$ cat src/rtl/pow2_scale_pipe.sv
// -----------------------------------------------------------------------------
// pow2_scale_pipe
//
// Pipelined power-of-two scaler with four modes:
//   00 decode            Output = 1 << Exp
//   01 shift left        Output = Value << Exp   (Overflow if a 1 falls off)
//   10 logical right     Output = Value >> Exp
//   11 arithmetic right  Output = Value >>> Exp  (sign taken at input)
//
// Stage register 0 captures the request. Stage k (k = 0..EXP_WIDTH-1)
// conditionally shifts by 2**k using the exponent bit carried with the
// transaction, writing stage register k+1. The last register drives the
// outputs. Stalls are global: the pipe moves only when the output slot is
// empty or being consumed.
//
// Ports:
//   Clk, Reset          clock, asynchronous active-high reset
//   InValid / InReady   input handshake (InReady = advance)
//   Mode, Value, Exp    request
//   OutValid / OutReady output handshake
//   Output, Overflow    result, sticky lost-bit flag for left/decode
//   Busy                any stage holds a valid transaction
// -----------------------------------------------------------------------------
module pow2_scale_pipe #(
    parameter int WIDTH     = 32,
    parameter int EXP_WIDTH = 5
) (
    input  logic                 Clk,
    input  logic                 Reset,
    input  logic                 InValid,
    output logic                 InReady,
    input  logic [1:0]           Mode,
    input  logic [WIDTH-1:0]     Value,
    input  logic [EXP_WIDTH-1:0] Exp,
    output logic                 OutValid,
    input  logic                 OutReady,
    output logic [WIDTH-1:0]     Output,
    output logic                 Overflow,
    output logic                 Busy
);

    localparam int STAGES = EXP_WIDTH;

    typedef struct packed {
        logic                 vld;
        logic [1:0]           mode;
        logic [EXP_WIDTH-1:0] exp;
        logic                 sign;
        logic                 ovf;
        logic [WIDTH-1:0]     data;
    } stage_t;

    stage_t stage_q [0:STAGES];
    stage_t stage_d [0:STAGES];

    logic advance;

    assign advance = !stage_q[STAGES].vld || OutReady;
    assign InReady = advance;

    always_comb begin
        stage_t      cur;
        stage_t      nxt;
        logic        big;
        int unsigned amt;

        // Bubbles enter as all-zero so idle stages never carry stale data.
        stage_d[0] = '0;
        if (InValid) begin
            stage_d[0].vld  = 1'b1;
            stage_d[0].mode = Mode;
            stage_d[0].exp  = Exp;
            stage_d[0].sign = Value[WIDTH-1];
            stage_d[0].data = (Mode == 2'b00) ? WIDTH'(1) : Value;
        end

        for (int k = 0; k < STAGES; k++) begin
            cur = stage_q[k];
            nxt = cur;
            amt = 32'd1 << k;
            // Shift distances at or beyond WIDTH saturate instead of wrapping.
            big = (k >= 31) || (amt >= 32'(WIDTH));
            if (cur.exp[k]) begin
                if (!cur.mode[1]) begin
                    if (big) begin
                        nxt.data = '0;
                        nxt.ovf  = cur.ovf | (|cur.data);
                    end else begin
                        nxt.data = cur.data << amt;
                        nxt.ovf  = cur.ovf | (|(cur.data >> (32'(WIDTH) - amt)));
                    end
                end else if (!cur.mode[0]) begin
                    nxt.data = big ? '0 : (cur.data >> amt);
                end else begin
                    nxt.data = big ? {WIDTH{cur.sign}}
                                   : WIDTH'({{WIDTH{cur.sign}}, cur.data} >> amt);
                end
            end
            stage_d[k+1] = nxt;
        end
    end

    always_ff @(posedge Clk or posedge Reset) begin
        if (Reset) begin
            for (int k = 0; k <= STAGES; k++) stage_q[k] <= '0;
        end else if (advance) begin
            for (int k = 0; k <= STAGES; k++) stage_q[k] <= stage_d[k];
        end
    end

    assign OutValid = stage_q[STAGES].vld;
    assign Output   = stage_q[STAGES].data;
    assign Overflow = stage_q[STAGES].ovf;

    always_comb begin
        Busy = 1'b0;
        for (int k = 0; k <= STAGES; k++) Busy = Busy | stage_q[k].vld;
    end

    // Control fields are dead once the last shift has been applied.
    logic unused_tail;
    assign unused_tail = ^{stage_q[STAGES].mode, stage_q[STAGES].exp, stage_q[STAGES].sign};

endmodule
$ cat config.mk
export PLATFORM = sky130hd
export DESIGN_NAME = pow2_scale_pipe
export DESIGN_NICKNAME = d
export VERILOG_FILES = /design/src/rtl/pow2_scale_pipe.sv
export SDC_FILE = /design/constraint.sdc
export NUM_CORES = 1
export LEC_CHECK = 0
export ABC_AREA = 1
export CAP_MARGIN = 5
export CORE_ASPECT_RATIO = 1.5
export CORE_MARGIN = 10
export CORE_UTILIZATION = 56
export CTS_BUF_LIST = sky130_fd_sc_hd__clkbuf_2
export DETAILED_ROUTE_END_ITERATION = 12
export DONT_BUFFER_PORTS = 1
export PLACE_DENSITY = 0.72
export RECOVER_POWER = 100
export SLEW_MARGIN = 5
export SYNTH_ARGS = -nofsm -noshare
export SYNTH_HDL_FRONTEND = slang
export SYNTH_SLANG_ARGS = --single-unit
export TNS_END_PERCENT = 5
$ cat constraint.sdc
create_clock -name Clk -period 23.5 [get_ports Clk]
set_input_delay 5.875 -clock Clk [delete_from_list [all_inputs] [get_ports Clk]]
set_output_delay 5.875 -clock Clk [all_outputs]
set_load 0.02 [all_outputs]
==> Yosys cells after proc, flatten, opt, wreduce, memory -nomap -nowiden <==
Cells that the tools add are included.
{ "word_totals": {"output_inout_bits": 36, "regBits": 243, "wordCells": 71} }
{ "classes": {"n_reduce_logical": 7, "bitwise": 9, "n_mux": 23} }
{ "ops": {"columns": ["operator", "n"], "rows": [
  ["$mux 32", 12],
  ["$mux 33", 5],
  ["$reduce_or 16->1", 1],
  ["$mux 9", 1],
  ["$or 1x1->1", 9],
  ["$reduce_or 8->1", 1],
  ["$mux 1", 5],
  ["$reduce_or 4->1", 1],
  ["$logic_not 2->1", 1],
  ["$reduce_or 2->1", 1],
  ["$logic_not 1->1", 1],
  ["$logic_or 1x1->1", 1]
]} }

==> Depth between registers and ports, before layout <==
{ "logic_depth": {"ltp_word": 5, "mapped_depth": 7} }

==> Worst setup path after synthesis <==
Ideal clock, no wire load.
{ "synth_path": {"path_type": "in2out", "start": "input OutReady", "end": "output InReady", "setup_slack_ps": 11140, "n_path_buf": 3, "t_required_ps": 17625, "path_stages": 5, "t_arrival_ps": 6485, "cell_sequence": "inv_1 nand2_2 buf_2 buf_6 buf_4"} }
{ "synth_via": {"elab_chain_len": 1} }
{ "synth_lines": {"columns": ["element", "line_no", "rtl"], "rows": [
  ["from (decl)", "36", "input logic OutReady,"],
  ["$logic_or 1x1->1", "58", "assign advance = !stage_q[STAGES].vld || OutReady;"],
  ["to (decl)", "31", "output logic InReady,"]
]} }
No other way between the ends.

==> Worst setup path in the final report <==
Ends and elaborated chain as after synthesis.

==> results.json <==
{
  "synth_top_area_share_pct": 51.6,
  "cts.sinks": 233,
  "required_ps": 17620,
  "numCtsBuffers": 53,
  "cap_viol_max_count": 7,
  "ys_warn_count": 0,
  "report.final.hold_viol_count": 0,
  "dr.pass1.iters": 5,
  "die_w_um": 136,
  "path_cells": "inv_1 > nand2_1",
  "switchingPower_w": 0.000674,
  "vias": 9079,
  "grt_pass1_vias": 8819,
  "yosysUniqueCellTypes": 29,
  "row_count": 63,
  "fin_area_mm2": 0.0114,
  "p_clk_share_pct": 16.1,
  "vias_per_cell": 5.70,
  "avgSynthCellArea_um2": 8.27,
  "hold_class": "flop to flop",
  "whs_ps": 483,
  "place_area_mm2": 0.0109,
  "r2r_slack_ps": 13180,
  "clkTransAtPathRegs_ps": 90,
  "pin_count": 79,
  "cts_setup_buffers": 0,
  "grt_max_degree": 162,
  "yosys.area.top_type": "dfrtp_1",
  "drc": 0,
  "synthCells": 1365,
  "wl_met2_um": 13400,
  "synth_top_family_by_area": "simple AND/OR/NAND/NOR gates",
  "status": "complete, but fails checks",
  "drv_slew": 654,
  "finalSetupViolCount": 0,
  "cts_resized": 0,
  "antenna_found_initial": 1,
  "root_buffer": "clkbuf_2",
  "period_minus_slack_ps": 15140,
  "synth-compound-area-share_pct": 18.7,
  "seqPwrFrac_pct": 50.6,
  "drtIter0Drc": 677,
  "relSlewSlack_pct": -223,
  "crit_arrival_ps": 9260,
  "finClkSkew_ps": 25.6,
  "comb_power_share_pct": 33.4,
  "power_density_mw_per_mm2": 137,
  "wl_per_cell_um": 16.4,
  "setup.worst_path.end_class": "output port",
  "rsz0062_at_grt": "false",
  "crit_slowest_cell": "nand2_1",
  "globalRouteTotalUtil_pct": 19.7,
  "io_buffers": 0,
  "place.gp.congestion": 0.862,
  "synth-simple-area-share_pct": 19.9,
  "die_h_um": 194,
  "crit_path_max_fanout": 161,
  "top_layer": "met4",
  "die_area_mm2": 0.0264,
  "insertion_delay_ps": 830,
  "layout.nets": 1343,
  "ys.flop_type": "dfrtp_1",
  "post-route-period-util_pct": 64.4,
  "design.core.area_mm2": 0.0198,
  "met3_length_um": 1310,
  "synth_edf_count": 0,
  "tightest_slew_ps": 4850,
  "grt_first_pass_wirelength_um": 43500,
  "ir_worst_vdd_uv": 45.4,
  "cts_tree": "yes",
  "drive_gt1_share_pct": 7.20,
  "async_flop_share_pct": 100,
  "worstSetupPathType": "input pin to output port",
  "cp.buffers_inverters": 1,
  "grt_overflow": 0,
  "p_int_w": 0.000877,
  "netlist_area_mm2": 0.0113,
  "ys_seq_elements": 233,
  "yosys.area_share.adder_pct": 0,
  "timing.setup.tns_ps": 0,
  "crit_path_start_kind": "input pin",
  "postCtsHoldBufs": 0,
  "wl_met1_um": 10500,
  "ys_seq_area_share_pct": 51.6,
  "synth-xor-area-share_pct": 0,
  "syn_nets": 1408,
  "dp_hpwl_um": 17500,
  "start_util_pct": 57.1,
  "path_delay_family": "simple AND/OR/NAND/NOR gates",
  "critPathMaxStageDelay_ps": 3360,
  "cts_max_path_buffers": 3,
  "synthToLayoutAreaGrowth_pct": 0.565,
  "fmax_ghz": 0.0661,
  "power_leakage_nw": 5.10,
  "violations": "max-capacitance violations, max-slew violations",
  "htreeDepth": 2,
  "switching_share_pct": 43.5,
  "synthTopCellsByArea": "dfrtp_1 (52%), nand2_1 (12%), nor2_1 (4.8%)",
  "drt-total-wl_um": 26100,
  "muxShareOfSynthArea_pct": 0,
  "drtAntennaViolNets": 0
}
[cells in the final DEF, fill, tap and decap left out, types with 10 or more instances in the layout]
cell,instances
a41oi_1,47
o221ai_1,10
o21ai_0,115
a22oi_1,11
a31oi_1,69
nand2_1,371
dfrtp_1,233
a21oi_1,59
clkbuf_2,78
inv_1,87
nor2_1,145
nand3_1,51
[synthesized netlist by cell type, drive strengths merged, types with 3 or more instances]
cell type  instances
a21oi             59
a22o               4
a22oi             11
a31oi             69
a41oi             51
buf               99
clkbuf            28
dfrtp            233
inv               92
nand2            373
nand3             51
nand4              3
nor2             147
o211ai             5
o21a               7
o21ai            115
o221ai            10
o22ai              4
[registers in the layout (all words and copies together), names as in the netlist]
register and count:
Output 32, Overflow 1, OutValid 1, stage_d 35
stage_q 164
[per-layer routing]
metal / up-vias / GRT usage (%)
met2: 241 / 34.0
met4: 0 / 7.85
met1: 4317 / 23.3
li1: 4455 / -
met5: - / 0
met3: 66 / 3.58
[power groups by stage]
stage / sequential [W] / combinational, W / clock, W
after floorplan: 0.000688 / 0.000514 / 0
after detailed placement: 0.000793 / 0.000506 / 0
after CTS: 0.000784 / 0.000508 / 0.000257
after global placement: 0.000788 / 0.000489 / 0
final: 0.000784 / 0.000517 / 0.000249
after global routing: 0.000809 / 0.000596 / 0.000276
[final timing paths]
kind	depth (start not counted)	startpoint	endpoint
max reg2reg	6	OutValid	stage_q[55]
min reg2reg	2	stage_d[41]	OutValid
max	2	OutReady	InReady
min in group asynchronous	1	Reset	Output[31]
min	2	stage_d[41]	OutValid
max in group asynchronous	2	Reset	stage_q[191]
[area by class of cell]
type                            count  area [µm²]
Clock inverter                     10        63.8
Fill cell                        1829        8430
Clock buffer                       78         390
Antenna cell                        1        2.50
Tap cell                          260         325
Timing Repair Buffer                7        37.5
Sequential cell                   233        5830
Multi-Input combinational cell    912        4360
Inverter                           93         352
[cell families after synthesis]
logic type             Yosys count
AND/OR/NAND/NOR                576
AO/OA/AOI/OAI                  336
flip-flops                     233
buffers and inverters          220
[metrics by stage]
stage / worst slack, ps / util, % / instances / power (W)
4_1_cts: 11000 / 57.6 / 1593 / 0.00155
6_report: 8360 / 57.4 / 1594 / 0.00155
3_3_place_gp: 11000 / 55.3 / 1505 / 0.00128
3_5_place_dp: 11010 / 55.3 / 1505 / 0.00130
2_1_floorplan: 11140 / - / 1365 / 0.00120
5_1_grt: 7350 / 57.4 / 1594 / 0.00168
Note: power is estimated with default switching activity, not from simulation.
